==> config.mk <==
export PLATFORM = sky130hd
export DESIGN_NAME = ahbl_arb2
export DESIGN_NICKNAME = d
export VERILOG_FILES = /design/src/rtl/ahbl_arb2.sv
export SDC_FILE = /design/constraint.sdc
export NUM_CORES = 1
export LEC_CHECK = 0
export BUFFER_PORTS_ARGS = -buffer_cell sky130_fd_sc_hd__buf_2
export CORE_UTILIZATION = 35
export DETAILED_ROUTE_END_ITERATION = 8
export PLACE_DENSITY = 0.68
export SYNTH_ARGS = -nofsm -noshare
export SYNTH_HDL_FRONTEND = slang
export SYNTH_SLANG_ARGS = --single-unit
==> constraint.sdc <==
create_clock -name HCLK -period 3.9 [get_ports HCLK]
set_input_delay 0.195 -clock HCLK [delete_from_list [all_inputs] [get_ports HCLK]]
set_output_delay 0.195 -clock HCLK [all_outputs]
set_load 0.005 [all_outputs]
==> src/rtl/ahbl_arb2.sv <==
// ahbl_arb2: two-master to one-slave AHB-Lite arbiter.
//
// Each master gets one pending slot. A request that loses arbitration, or that
// arrives while the slave is stalling, is captured there, and the master sees
// HREADY low until the held request is forwarded. Arbitration is combinational.
// The winner drives the shared address phase in the same cycle in which the
// slave is ready.
//
// Ports:
//   HCLK, HRESETN            clock, asynchronous active-low reset
//   Mn_HADDR..Mn_HWDATA      address/control/write data from master n
//   Mn_HRDATA/HREADY/HRESP   read data and handshake back to master n
//   S_HADDR..S_HMASTLOCK     arbitrated address phase to the slave
//   S_HWDATA                 write data of the current data-phase owner
//   S_HRDATA/HREADY/HRESP    slave read data and handshake
//   S_HMASTER                master owning the current slave address phase
//   PRIORITY_MODE            0 = round-robin, 1 = fixed priority (M0 wins)
module ahbl_arb2 #(
    parameter int unsigned PRIORITY_MODE = 0
) (
    input  logic        HCLK,
    input  logic        HRESETN,
    input  logic [31:0] M0_HADDR,
    input  logic [1:0]  M0_HTRANS,
    input  logic        M0_HWRITE,
    input  logic [2:0]  M0_HSIZE,
    input  logic        M0_HMASTLOCK,
    input  logic [31:0] M0_HWDATA,
    output logic [31:0] M0_HRDATA,
    output logic        M0_HREADY,
    output logic        M0_HRESP,
    input  logic [31:0] M1_HADDR,
    input  logic [1:0]  M1_HTRANS,
    input  logic        M1_HWRITE,
    input  logic [2:0]  M1_HSIZE,
    input  logic        M1_HMASTLOCK,
    input  logic [31:0] M1_HWDATA,
    output logic [31:0] M1_HRDATA,
    output logic        M1_HREADY,
    output logic        M1_HRESP,
    output logic [31:0] S_HADDR,
    output logic [1:0]  S_HTRANS,
    output logic        S_HWRITE,
    output logic [2:0]  S_HSIZE,
    output logic        S_HMASTLOCK,
    output logic [31:0] S_HWDATA,
    input  logic [31:0] S_HRDATA,
    input  logic        S_HREADY,
    input  logic        S_HRESP,
    output logic        S_HMASTER
);

    localparam logic [1:0] HtransNonseq = 2'b10;
    localparam logic [1:0] HtransSeq    = 2'b11;

    typedef struct packed {
        logic [31:0] addr;
        logic [1:0]  trans;
        logic        write;
        logic [2:0]  size;
        logic        lock;
    } phase_t;

    phase_t     live [2];
    phase_t     cand [2];
    phase_t     pend_q [2];
    phase_t     pend_d [2];
    logic [1:0] pend_flag_q, pend_flag_d;
    logic [1:0] hready_m;
    logic [1:0] present;
    logic [1:0] cand_vld;

    logic       rr_last_q, rr_last_d;   // winner of the last two-way contest
    logic       hmaster_q, hmaster_d;
    logic       down_q, down_d;
    logic       dvalid_q, dvalid_d;
    logic       locked_q, locked_d;
    phase_t     held_q, held_d;

    logic       win_vld;
    logic       win_idx;
    logic       fwd;
    phase_t     s_phase;
    logic       s_hmaster;

    assign live[0] = {M0_HADDR, M0_HTRANS, M0_HWRITE, M0_HSIZE, M0_HMASTLOCK};
    assign live[1] = {M1_HADDR, M1_HTRANS, M1_HWRITE, M1_HSIZE, M1_HMASTLOCK};

    // The data-phase owner follows the slave. A master with a held request is
    // stalled so that it cannot present a second one.
    always_comb begin
        hready_m = '1;
        for (int n = 0; n < 2; n++) begin
            if (dvalid_q && (down_q == 1'(n))) begin
                hready_m[n] = S_HREADY;
            end else if (pend_flag_q[n]) begin
                hready_m[n] = 1'b0;
            end
        end
    end

    // BUSY (01) counts as no request, so HTRANS[1] alone marks NONSEQ/SEQ.
    always_comb begin
        for (int n = 0; n < 2; n++) begin
            present[n]  = live[n].trans[1] & hready_m[n];
            cand[n]     = pend_flag_q[n] ? pend_q[n] : live[n];
            cand_vld[n] = pend_flag_q[n] | present[n];
        end
    end

    // While a lock is held, only the lock owner (the last address-phase
    // master) may be granted.
    always_comb begin
        win_vld = 1'b0;
        win_idx = hmaster_q;
        if (locked_q) begin
            win_vld = cand_vld[hmaster_q];
        end else if (&cand_vld) begin
            win_vld = 1'b1;
            win_idx = (PRIORITY_MODE == 1) ? 1'b0 : ~rr_last_q;
        end else if (cand_vld[0]) begin
            win_vld = 1'b1;
            win_idx = 1'b0;
        end else if (cand_vld[1]) begin
            win_vld = 1'b1;
            win_idx = 1'b1;
        end
    end

    // Address phase seen by the slave. It is held while the slave stalls.
    always_comb begin
        s_phase   = held_q;
        s_hmaster = hmaster_q;
        if (!HRESETN) begin
            s_phase   = '0;
            s_hmaster = 1'b0;
        end else if (S_HREADY) begin
            if (win_vld) begin
                s_phase   = cand[win_idx];
                s_hmaster = win_idx;
                // A burst that was interleaved has to restart as NONSEQ.
                if (s_phase.trans == HtransSeq && win_idx != hmaster_q) begin
                    s_phase.trans = HtransNonseq;
                end
            end else begin
                s_phase = '0;
                // An idle lock owner keeps the bus, and its own lock bit decides
                // whether the lock stays asserted.
                if (locked_q) begin
                    s_phase.lock = live[hmaster_q].lock;
                end
            end
        end
    end

    assign fwd = HRESETN & S_HREADY & win_vld;

    always_comb begin
        for (int n = 0; n < 2; n++) begin
            pend_flag_d[n] = pend_flag_q[n];
            pend_d[n]      = pend_q[n];
            if (fwd && (win_idx == 1'(n))) begin
                pend_flag_d[n] = 1'b0;
            end else if (present[n] && !pend_flag_q[n]) begin
                pend_flag_d[n] = 1'b1;
                pend_d[n]      = live[n];
            end
        end

        rr_last_d = rr_last_q;
        if (fwd && (&cand_vld) && !locked_q) begin
            rr_last_d = win_idx;
        end

        hmaster_d = s_hmaster;
        held_d    = s_phase;

        down_d   = down_q;
        dvalid_d = dvalid_q;
        locked_d = locked_q;
        if (S_HREADY) begin
            down_d   = s_hmaster;
            dvalid_d = s_phase.trans[1];
            locked_d = s_phase.trans[1] ? s_phase.lock : (locked_q & s_phase.lock);
        end
    end

    always_ff @(posedge HCLK or negedge HRESETN) begin
        if (!HRESETN) begin
            pend_flag_q <= '0;
            pend_q[0]   <= '0;
            pend_q[1]   <= '0;
            rr_last_q   <= 1'b1;
            hmaster_q   <= 1'b0;
            down_q      <= 1'b0;
            dvalid_q    <= 1'b0;
            locked_q    <= 1'b0;
            held_q      <= '0;
        end else begin
            pend_flag_q <= pend_flag_d;
            pend_q[0]   <= pend_d[0];
            pend_q[1]   <= pend_d[1];
            rr_last_q   <= rr_last_d;
            hmaster_q   <= hmaster_d;
            down_q      <= down_d;
            dvalid_q    <= dvalid_d;
            locked_q    <= locked_d;
            held_q      <= held_d;
        end
    end

    assign S_HADDR     = s_phase.addr;
    assign S_HTRANS    = s_phase.trans;
    assign S_HWRITE    = s_phase.write;
    assign S_HSIZE     = s_phase.size;
    assign S_HMASTLOCK = s_phase.lock;
    assign S_HMASTER   = s_hmaster;
    assign S_HWDATA    = down_q ? M1_HWDATA : M0_HWDATA;

    assign M0_HREADY = hready_m[0];
    assign M1_HREADY = hready_m[1];
    assign M0_HRESP  = dvalid_q & ~down_q & S_HRESP;
    assign M1_HRESP  = dvalid_q & down_q & S_HRESP;
    assign M0_HRDATA = S_HRDATA;
    assign M1_HRDATA = S_HRDATA;

endmodule

==> impl_metrics.json <==
{
  "grt_usage": 0.186,
  "cts_root_buffer": "clkbuf_16",
  "grt_pass1_wl_mm": 28.5,
  "setup_viol": 0,
  "clk_latency_ns": 0.41,
  "diodes": 0,
  "hold_viol_final": 0,
  "hp-class": "input port to flop",
  "grt_max_degree": 72,
  "hold-path-endpoint": "pend_q[30]",
  "dp_hpwl_mm": 13.9,
  "yosysSeqAreaShare": 0.441,
  "first_pass_iters": 4,
  "synthAdderAreaFrac": 0,
  "rr_startpoint": "down_q",
  "reg2reg_depth": 6,
  "rrSetupSlack_ns": 1.18,
  "met2_usage": 0.335,
  "required_ns": 3.70,
  "grt_setup_unrepaired": "false",
  "syn_to_final_growth_pct": 21.2,
  "cts_num_sinks": 124,
  "ir_drop_mv": 0.428,
  "p_leak_nw": 3.92,
  "synth_compound_area_frac": 0.105,
  "syn_area_per_cell_um2": 11.7,
  "clk_pin_slew_worst_paths_ns": 0.06,
  "period_share": 0.783,
  "status": "complete, no violations",
  "routed_via_density": 4.96,
  "yosysUniqueCellTypes": 50,
  "path_cells": "buf_4 > or4b_4 > nand2_1 > o311ai_1 > a221oi_2 > nor2_1 > buf_2",
  "rows": 51,
  "num_io_pins": 318,
  "htree_levels": 4,
  "critPathCaptureType": "output pin",
  "crit_buf_inv": 2,
  "tns_ns": 0,
  "arrival_ns": 2.86,
  "synth_nets": 780,
  "yosysWarnings": 0,
  "cts_inserted_buffers": 17,
  "port-buffer-count": 221,
  "clock.fmax_mhz": 327,
  "layout-drive-gt1-share": 0.592,
  "ys_ff_latch": 124,
  "initial_core_util": 0.360,
  "synth_xor_area_frac": 0.00124,
  "overflow": 0,
  "worstHoldStart": "M1_HADDR[23]",
  "startpoint_type": "flop",
  "p_per_area_nw_per_um2": 773,
  "synth_top_family_by_area": "multiplexers",
  "drv_slew": 0,
  "period_needed_ns": 3.05,
  "syn-cell-area_um2": 7050,
  "final_cell_mix": "buf_2, mux2_2, dfrtp_1, nand2_1, a21oi_1",
  "die_h_um": 144,
  "grt.met3_usage": 0.0450,
  "drc": 0,
  "critPathMaxFanout": 25,
  "skew_ns": 0.00678,
  "cp_slowest_cell": "or4b_4",
  "antenna_left": 0,
  "vias": 5098,
  "fillers": 1862,
  "synth_cells": 602,
  "dieArea_um2": 20700,
  "first_iter_violations": 250,
  "cts_setup_buffers": 0,
  "timing.final.ws_setup_ns": 0.846,
  "hold_path_depth": 2,
  "tightest_slew_ns": 0.823,
  "wirelength_mm": 19.1,
  "reg2reg_to": "pend_q[23]",
  "drv_cap": 0,
  "worstSetupPathType": "flop to output pin",
  "nets": 927,
  "async_flop_share": 1.00,
  "dp_slack_ns": 1.14,
  "synth-simple-area-share": 0.0487,
  "critPathMaxStageDelay_ns": 0.59,
  "layout_commonest_cell": "buf_2",
  "synthFlopType": "dfrtp_1",
  "synthMuxAreaShare": 0.300,
  "grt_pass1_vias": 5169,
  "clockBufferDepth": 2,
  "grtUsageMet1": 0.210,
  "synth_edf_count": 0,
  "core_um2": 19600,
  "place_congestion": 0.829,
  "maxSlewHeadroom": 0.451,
  "cpLargestDelayFamily": "simple AND/OR/NAND/NOR gates",
  "die_x_um": 144,
  "busiest_layer": "met2",
  "grt_antenna_before_repair": 0,
  "wl_per_cell_um": 18.6,
  "cts_tree": "yes"
}
per-layer routing:
layer / part of all wire / up-vias
met4: 0.020 / 0
met1: 0.39 / 2468
met2: 0.53 / 195
li1: - / 2402
met5: 0 / -
met3: 0.060 / 33
synthesized netlist by cell type (2+ instances only):
library cell | number | share of area
a21oi_1 | 42 | 0.030
a21oi_2 | 3 | 0.0037
a221oi_2 | 2 | 0.0043
a22oi_1 | 36 | 0.038
a31o_2 | 2 | 0.0025
buf_1 | 4 | 0.0021
buf_2 | 15 | 0.011
buf_4 | 68 | 0.072
buf_6 | 3 | 0.0048
clkbuf_1 | 16 | 0.0085
dfrtp_1 | 123 | 0.44
inv_1 | 7 | 0.0037
mux2_1 | 10 | 0.016
mux2_2 | 162 | 0.26
mux2_4 | 9 | 0.019
mux2i_1 | 4 | 0.0057
nand2_1 | 42 | 0.022
nand2b_1 | 2 | 0.0018
nand3b_1 | 5 | 0.0053
nor2_1 | 6 | 0.0032
nor2_2 | 2 | 0.0018
o211ai_1 | 2 | 0.0021
o211ai_2 | 2 | 0.0036
o21ai_0 | 3 | 0.0021
o21ai_1 | 3 | 0.0021
o311ai_1 | 2 | 0.0025
or2_1 | 3 | 0.0027
or2_2 | 2 | 0.0018
power breakdown:
part	leakage [nW]	internal [W]	switching, W
Combinational	2.10	0.00150	0.00120
Sequential	1.52	0.00189	0.000360
Clock	0.293	0.00108	0.000579
Total	3.92	0.00447	0.00213
final cells by class:
cell class              instances  area (um2)  area share
well taps                     265         332      0.0388
inverters                       7        26.3     0.00308
flip-flops and latches        124        3110       0.364
clock buffers                  21         450      0.0528
multi-input cells             364        3230       0.378
repair buffers                235        1220       0.143
clock inverters                11         166      0.0195
worst max-delay path by stage:
| stage | start | endpoint | slack [ns] | depth (start not counted) |
|---|---|---|---|---|
| 2_1_floorplan | pend_flag_q[0] | pend_q[40] | 2.02 | 9 |
| 3_3_place_gp | pend_flag_q[0] | pend_q[40] | 1.19 | 7 |
| 3_5_place_dp | down_q | pend_q[21] | 1.14 | 6 |
| 4_1_cts | pend_flag_q[0] | S_HADDR[19] | 0.79 | 7 |
| 5_1_grt | pend_flag_q[0] | S_HADDR[19] | 0.63 | 7 |
| 6_report | pend_flag_q[0] | S_HMASTLOCK | 0.85 | 7 |
timing repair:
| item | 4_1_cts | 5_1_grt |
|---|---|---|
| endpoints found under the hold margin | 62 | 0 |
| gates resized for setup | 0 | 0 |
| hold buffers | 3 | 0 |
cells by family (layout without fill, tap and decap cells):
family | count (synthesis) | count (layout)
compound gates | 109 | 109
mux | 185 | 185
flops | 124 | 124
simple gates | 69 | 69
xor+xnor | 1 | 1
buf+inv | 114 | 274
registers in the layout, indices dropped and copies added (netlist names):
name / flops
down_q: 1
held_q: 39
hmaster_q: 1
rr_last_q: 1
pend_flag_q: 2
locked_q: 1
dvalid_q: 1
pend_q: 78
metrics by stage:
| stage | instance area, um2 | util | instances | hold WS [ns] | power [W] |
|---|---|---|---|---|---|
| global route | 8540 | 0.436 | 1027 | 0.00769 | 0.00701 |
| floorplan | 7050 | - | 602 | -0.101 | 0.00423 |
| global placement | 7890 | 0.403 | 992 | 0.245 | 0.00492 |
| CTS | 8540 | 0.436 | 1027 | 0.00283 | 0.00668 |
| finish | 8540 | 0.436 | 1027 | 0.0183 | 0.00660 |
| detailed placement | 7890 | 0.403 | 992 | 0.248 | 0.00498 |
Power figures use the tool's default switching activity.
